File: src/rtl/seg_i2c_sequencer.sv
// seg_i2c_sequencer: schedules START / address / register / digit bytes / STOP
// transactions for the segment-display I2C master. SEG_SEQ_RETRY_EN adds NACK retries.
module seg_i2c_sequencer #(
    parameter int         NUM_DIGITS     = 4,
    parameter logic [6:0] DEV_ADDR       = 7'h38,
    parameter logic [7:0] REG_ADDR       = 8'h00,
    parameter int         REFRESH_CYCLES = 250000,
    parameter int         MAX_RETRY      = 3
) (
    input  logic                    clk_i,
    input  logic                    sync_reset_i,
    input  logic [8*NUM_DIGITS-1:0] digits_i,
    input  logic                    update_req_i,
    output logic                    busy_o,
    output logic                    done_o,
    output logic                    err_o,
    output logic                    cmd_valid_o,
    input  logic                    cmd_ready_i,
    output logic [1:0]              cmd_o,
    output logic [7:0]              cmd_data_o,
    input  logic                    rsp_valid_i,
    input  logic                    rsp_ack_i
);

    localparam logic [2:0] IDLE  = 3'd0;
    localparam logic [2:0] START = 3'd1;
    localparam logic [2:0] ADDR  = 3'd2;
    localparam logic [2:0] REG   = 3'd3;
    localparam logic [2:0] DATA  = 3'd4;
    localparam logic [2:0] STOP  = 3'd5;

    localparam logic [1:0] CMD_START = 2'b00;
    localparam logic [1:0] CMD_WRITE = 2'b01;
    localparam logic [1:0] CMD_STOP  = 2'b10;

    localparam int IW   = (NUM_DIGITS > 1) ? $clog2(NUM_DIGITS) : 1;
    localparam int CW   = (REFRESH_CYCLES > 1) ? $clog2(REFRESH_CYCLES) : 1;
    localparam int LAST = (REFRESH_CYCLES > 0) ? REFRESH_CYCLES - 1 : 0;

    localparam logic [IW-1:0] IDX_LAST = IW'(NUM_DIGITS - 1);

    logic [2:0]                 state;
    logic [NUM_DIGITS-1:0][7:0] snap;
    logic [IW-1:0]              idx;
    logic                       pending;
    logic                       outstanding;
    logic                       nack;
    logic [CW-1:0]              refresh_cnt;
    logic                       tick;
    logic                       launch;
    logic                       rsp_take;
    logic                       retry;
    logic [1:0]                 next_cmd;
    logic [7:0]                 next_data;

    assign tick     = (REFRESH_CYCLES > 0) && (refresh_cnt == CW'(LAST));
    assign launch   = (state == IDLE) && pending;
    assign rsp_take = outstanding && rsp_valid_i;

    always_ff @(posedge clk_i) begin
        if (sync_reset_i || tick) begin
            refresh_cnt <= '0;
        end else if (REFRESH_CYCLES > 0) begin
            refresh_cnt <= refresh_cnt + 1'b1;
        end
    end

    // A request landing in the launch cycle is kept so it is not lost.
    always_ff @(posedge clk_i) begin
        if (sync_reset_i) begin
            pending <= 1'b0;
        end else begin
            pending <= (pending && !launch) || update_req_i || tick;
        end
    end

`ifdef SEG_SEQ_RETRY_EN
    localparam int RW = (MAX_RETRY > 0) ? $clog2(MAX_RETRY + 1) : 1;

    logic [RW-1:0] retry_cnt;

    assign retry = nack && (retry_cnt < RW'(MAX_RETRY));

    always_ff @(posedge clk_i) begin
        if (sync_reset_i || launch) begin
            retry_cnt <= '0;
        end else if (rsp_take && (state == STOP) && retry) begin
            retry_cnt <= retry_cnt + 1'b1;
        end
    end
`else
    assign retry = 1'b0;
`endif

    always_comb begin
        next_cmd  = CMD_WRITE;
        next_data = 8'h00;
        case (state)
            START:   next_cmd  = CMD_START;
            ADDR:    next_data = {DEV_ADDR, 1'b0};
            REG:     next_data = REG_ADDR;
            DATA:    next_data = snap[idx];
            STOP:    next_cmd  = CMD_STOP;
            default: next_cmd  = CMD_WRITE;
        endcase
    end

    // Per state: issue command, hold until accepted, then wait for its response.
    always_ff @(posedge clk_i) begin
        if (sync_reset_i) begin
            state       <= IDLE;
            busy_o      <= 1'b0;
            done_o      <= 1'b0;
            err_o       <= 1'b0;
            cmd_valid_o <= 1'b0;
            cmd_o       <= CMD_START;
            cmd_data_o  <= 8'h00;
            outstanding <= 1'b0;
            nack        <= 1'b0;
            idx         <= '0;
            snap        <= '0;
        end else begin
            done_o <= 1'b0;
            err_o  <= 1'b0;
            if (launch) begin
                snap   <= digits_i;
                busy_o <= 1'b1;
                state  <= START;
                idx    <= '0;
                nack   <= 1'b0;
            end else if (state != IDLE) begin
                if (!cmd_valid_o && !outstanding) begin
                    cmd_valid_o <= 1'b1;
                    cmd_o       <= next_cmd;
                    cmd_data_o  <= next_data;
                end else if (cmd_valid_o && cmd_ready_i) begin
                    cmd_valid_o <= 1'b0;
                    cmd_o       <= CMD_START;
                    cmd_data_o  <= 8'h00;
                    outstanding <= 1'b1;
                end else if (rsp_take) begin
                    outstanding <= 1'b0;
                    case (state)
                        START: state <= ADDR;
                        ADDR: begin
                            nack  <= !rsp_ack_i;
                            state <= rsp_ack_i ? REG : STOP;
                        end
                        REG: begin
                            nack  <= !rsp_ack_i;
                            state <= rsp_ack_i ? DATA : STOP;
                        end
                        DATA: begin
                            nack <= !rsp_ack_i;
                            idx  <= idx + 1'b1;
                            if (!rsp_ack_i || idx == IDX_LAST) begin
                                state <= STOP;
                            end
                        end
                        STOP: begin
                            if (retry) begin
                                state <= START;
                                idx   <= '0;
                                nack  <= 1'b0;
                            end else begin
                                state  <= IDLE;
                                busy_o <= 1'b0;
                                done_o <= !nack;
                                err_o  <= nack;
                                nack   <= 1'b0;
                            end
                        end
                        default: state <= IDLE;
                    endcase
                end
            end
        end
    end

endmodule
File: config.mk
export PLATFORM = sky130hd
export DESIGN_NAME = seg_i2c_sequencer
export DESIGN_NICKNAME = d
export VERILOG_FILES = /design/src/rtl/seg_i2c_sequencer.sv
export SDC_FILE = /design/constraint.sdc
export NUM_CORES = 1
export LEC_CHECK = 0
export BUFFER_PORTS_ARGS = -buffer_cell sky130_fd_sc_hd__buf_2
export CAP_MARGIN = 20
export CORE_AREA = 2 2 66 115
export CTS_CLUSTER_SIZE = 14
export DETAILED_ROUTE_END_ITERATION = 10
export DIE_AREA = 0 0 68 117
export SLEW_MARGIN = 20
export SYNTH_ARGS = -nofsm -noshare
export SYNTH_HDL_FRONTEND = slang
export SYNTH_SLANG_ARGS = --single-unit
File: constraint.sdc
create_clock -name clk_i -period 2.8 [get_ports clk_i]
set_input_delay 0.84 -clock clk_i [delete_from_list [all_inputs] [get_ports clk_i]]
set_output_delay 0.84 -clock clk_i [all_outputs]
set_load 0.05 [all_outputs]
== Yosys cells after proc, flatten, opt, wreduce, memory -nomap -nowiden ==
Index checks and enable logic that the tools add are counted.

* Equality and inequality tests: 11
* Bitwise logic cells: 6
* $add $sub $neg: 2
* Reductions and logical operators: 32
* Order comparisons: 1
* Multiplexer cells: 28

{| class="wikitable"
|+ Operators by type and width
! operator !! number
|-
| AND reduction 5 bit || 5
|-
| two-way mux 8 bit || 3
|-
| adder 18 x 1 -> 18 bit, second input constant || 1
|-
| == test 18 bit, second input constant || 1
|-
| binary-select mux 8 bit (select 2 bit) || 1
|-
| two-way mux 1 bit || 16
|-
| one-hot mux 8 bit (2 select lines) || 1
|-
| one-hot mux 3 bit (4 select lines) || 1
|-
| nonzero test 2 bit || 6
|-
| OR reduction 7 bit || 1
|-
| == test 3 x 2 -> 1 bit, second input constant || 2
|-
| == test 3 bit, second input constant || 2
|-
| two-way mux 3 bit || 2
|-
| != test 2 bit, second input constant || 3
|-
| NOT 1 bit || 6
|-
| logical AND 1 bit || 5
|-
| zero test 1 bit || 5
|-
| logical OR 1 bit || 4
|-
| two-way mux 2 bit || 2
|-
| one-hot mux 2 bit (2 select lines) || 1
|-
| AND reduction 4 bit || 1
|-
| == test 3 x 1 -> 1 bit, second input constant || 1
|-
| zero test 3 bit || 1
|-
| < comparator 2 x 3 -> 1 bit, second input constant || 1
|-
| other kinds (8) || 8
|}

* Output and inout bits: 14
* Register bits after elaboration: 72
* Word-level logic and storage cells: 97

== Depth between registers and ports, before layout ==
* Depth in word-level cells: 9
* Mapped depth: 7
* Depth with buffers taken out: 5

== Worst setup path after synthesis ==
No wires, ideal clock.

* Path kind: input to register
* Start: in sync_reset_i
* End: reg cmd_data_o[1]
* Stages: 4
* Arrival: 1.640 ns
* Library setup time: 0.128 ns
* Path slack: 1.032 ns
* Path through: clkbuf_1 > clkbuf_1 > clkbuf_1 > nor2_1

{| class="wikitable"
|+ RTL lines
! element !! line !! RTL
|-
| from (decl) || 11 || <nowiki>input logic sync_reset_i,</nowiki>
|-
| to (signal assigned) || 135 || <nowiki>cmd_data_o <= next_data;</nowiki>
|-
| to (decl) || 20 || <nowiki>output logic [7:0] cmd_data_o,</nowiki>
|}

No word-level cell between the ends.

== Worst setup path in the final report ==
* Start: reg refresh_cnt[0]
* End: reg refresh_cnt[2]

* Word-level cells in the longest chain between the ends: 2
* Elaborated cells between the ends (all ways): 3

{| class="wikitable"
|+ RTL lines
! element !! line !! RTL
|-
| from (decl) || 48 || <nowiki>logic [CW-1:0] refresh_cnt;</nowiki>
|-
| from (signal assigned) || 64 || <nowiki>refresh_cnt <= refresh_cnt + 1'b1;</nowiki>
|-
| branches (longest 2 deep; another with adder 18 x 1 -> 18 bit) || n/a ||
|}

Parallel ways; which one is timed is not known.
A chain may end at the register's enable or synchronous reset.

==> impl_metrics.json <==
{
  "status": "finished, final reports clean",
  "io_pins": 52,
  "chipWidth_um": 68,
  "hold_path_end": "snap[23]",
  "drt-total-wl_um": 6910,
  "hold_path.class": "flip-flop to flip-flop",
  "hp-start": "snap[23]",
  "clk_pin_slew_ps": 50,
  "fp.coreArea_um2": 7080,
  "place_congestion": 0.775,
  "synth_cells": 364,
  "finalHoldViolations": 0,
  "cts_htree_levels": 3,
  "synthFlopType": "dfxtp_1",
  "required_ps": 2990,
  "syn_area_um2": 3090,
  "yosysTopAreaCell": "dfxtp_1",
  "rows": 41,
  "synth.top_cell.area_share": 0.466,
  "dpl_cell_area_um2": 3400,
  "viasPerCell": 5.28,
  "cts.sinks": 72,
  "finalCriticalPeriod_ps": 1960,
  "drv_slew": 0,
  "ys_ff_latch": 72,
  "drv_cap": 0,
  "ys_types": 45,
  "port_buffers": 51,
  "firstDrtPassIters": 5,
  "power_per_cell_area_nw_per_um2": 615,
  "ir_drop_mv": 0.420,
  "avgSynthCellArea_um2": 8.50,
  "tns_ps": 0,
  "yosysWarnings": 0,
  "fin_nets": 449,
  "tightest_slew_ps": 724,
  "detail-route-antenna-nets": 0,
  "ff2ff_setup_slack_ps": 840,
  "maxSlewHeadroom": 0.514,
  "internal_power_mw": 1.75,
  "post-route-cell-area_um2": 3670,
  "drive_gt1_frac": 0.211,
  "grt_pass1_wl_um": 11300,
  "swShare": 0.224,
  "num_antenna_cells": 0,
  "grt_use_total": 0.192,
  "cts_tree": "yes",
  "grt-ovfl-total": 0,
  "fmax_mhz": 510,
  "r2r_cells": 5,
  "cts_resized": 0,
  "rsz0062_at_grt": "false",
  "crit_arrival_ps": 2140,
  "power_leakage_nw": 1.42,
  "routedWlPerCell_um": 13.9,
  "syn_nets": 404,
  "n_fill_cell": 709,
  "dr_total_vias": 2635,
  "start_util": 0.437,
  "hold_buffers": 0,
  "pwr-share-clk": 0.454,
  "antenna_found_initial": 0,
  "area_delta_synth_final_pct": 18.7,
  "place_hpwl_um": 5040,
  "cts-root-buf": "clkbuf_16",
  "path_max_fanout": 18,
  "worstSetupEndpointType": "flip-flop",
  "crit_path_start_kind": "flip-flop",
  "chipHeight_um": 117,
  "drc": 0,
  "cts_buffers": 9,
  "grt_pass1_vias": 2423,
  "final.period_utilization": 0.700,
  "yosys-top-cells-area": "dfxtp_1 47%, nand2_1 9.6%, a21oi_1 6.6%, nor2_1 4.6%, mux4_2 3.6%",
  "seq_area_frac_synth": 0.466,
  "synth_edf_count": 0,
  "worstReg2RegEnd": "refresh_cnt[2]",
  "p_comb_frac": 0.068,
  "clock_latency_ps": 330,
  "critical_path_class": "flip-flop to flip-flop",
  "synthArstFlopShare": 0,
  "hold_depth": 2,
  "r2r_start": "refresh_cnt[0]",
  "cts_max_path_buffers": 2,
  "grt_max_degree": 44,
  "p_total_mw": 2.26,
  "postCtsSetupBuffers": 0,
  "fin_skew_ps": 5.35,
  "drt-initial-drc-count": 205,
  "pwr-share-seq": 0.478,
  "die-area_um2": 7960,
  "p_switching_mw": 0.505,
  "final-setup-viol-count": 0
}
[logic make-up (layout without fill, tap and decap cells)]
kind of cell | Yosys count | in the layout | share of synthesized area
flip-flops | 72 | 72 | 0.466
AND/OR/NAND/NOR | 167 | 167 | 0.253
multiplexers | 13 | 13 | 0.0647
adder cells (fa/ha/maj) | 2 | 2 | 0.00809
AO/OA/AOI/OAI | 68 | 68 | 0.131
buffers and inverters | 27 | 76 | 0.0356
XOR/XNOR | 15 | 15 | 0.0425
[registers in the layout, indices dropped and copies added, names as in the netlist]
name / cells
idx: 2
refresh_cnt: 18
done_o: 1
snap: 32
pending: 1
busy_o: 1
state: 3
cmd_valid_o: 1
cmd_o: 2
outstanding: 1
nack: 1
err_o: 1
cmd_data_o: 8
[cell type report]
class | count | area (um2) | share of cell area
Multi-Input combinational cell | 265 | 1540 | 0.420
Inverter | 6 | 22.5 | 0.00613
Sequential cell | 72 | 1440 | 0.393
Clock buffer | 11 | 253 | 0.0688
Tap cell | 86 | 108 | 0.0293
Timing Repair Buffer | 55 | 285 | 0.0777
Clock inverter | 4 | 20.0 | 0.00545
[critical path, cell delays in order (launching register included)]
cell and delay, ps:
dfxtp_1 410, ha_1 220, nand3_1 240, nor2_1 210, a41o_1 620, nor2_1 120
[cell usage in the layout (no fill, tap or decap), types with 4 or more instances in the layout]
| cell type | synthesis | layout |
|---|---|---|
| nor4_1 | 7 | 7 |
| mux4_2 | 5 | 5 |
| xnor2_1 | 12 | 12 |
| nand3_1 | 8 | 8 |
| a22oi_1 | 8 | 8 |
| a21oi_1 | 41 | 41 |
| clkbuf_16 | 0 | 9 |
| inv_1 | 6 | 6 |
| nor2_1 | 38 | 38 |
| nand2_1 | 79 | 79 |
| clkinv_2 | 0 | 4 |
| nand2b_1 | 4 | 4 |
| buf_4 | 0 | 4 |
| dfxtp_1 | 72 | 72 |
| nor3_1 | 6 | 6 |
| nand4_1 | 4 | 4 |
| mux2_2 | 6 | 6 |
| buf_2 | 7 | 51 |
| o21ai_0 | 7 | 7 |
[worst max path at each step]
stage,startpoint,to,slack [ps]
finish,refresh_cnt[0],refresh_cnt[2],840
global route,refresh_cnt[0],refresh_cnt[6],670
CTS,refresh_cnt[0],refresh_cnt[2],820
detailed placement,cmd_ready_i,cmd_data_o[6],690
global placement,cmd_ready_i,cmd_data_o[6],730
floorplan,sync_reset_i,cmd_data_o[1],1030
[cell usage after synthesis (2+ instances only)]
master / number
nand2_1: 79
dfxtp_1: 72
a21oi_1: 41
nor2_1: 38
clkbuf_1: 13
xnor2_1: 12
a22oi_1: 8
nand3_1: 8
buf_2: 7
nor4_1: 7
o21ai_0: 7
inv_1: 6
mux2_2: 6
nor3_1: 6
mux4_2: 5
nand2b_1: 4
nand4_1: 4
a21o_1: 3
a222oi_1: 3
xor2_1: 3
and2_1: 2
and3_1: 2
ha_1: 2
mux2i_1: 2
nor4b_1: 2
or3_1: 2
or4_1: 2
[stage by stage]
stage               instances  setup slack (ps)   util  hold slack [ps]
finish                    499               841  0.519              452
global route              499               670  0.519              470
CTS                       499               817  0.519              454
detailed placement        484               690  0.480              447
floorplan                 364              1030      -              432
global placement          484               733  0.480              439
[per-layer routing]
layer / share of wire / vias to the layer above / global-route usage
met1: 0.41 / 1209 / 0.215
met4: 0.011 / 0 / 0.0800
met3: 0.042 / 8 / 0.0507
met5: 0 / - / 0
li1: - / 1355 / -
met2: 0.53 / 63 / 0.335
[power by group through the flow]
stage / registers [mW] / clock network [mW] / logic, mW
6_report: 1.08 / 1.02 / 0.153
5_1_grt: 1.08 / 1.11 / 0.174
4_1_cts: 1.08 / 1.06 / 0.156
3_5_place_dp: 1.10 / 0 / 0.155
3_3_place_gp: 1.10 / 0 / 0.154
2_1_floorplan: 1.10 / 0 / 0.0975
No activity file was read; power rests on OpenSTA's default activity.
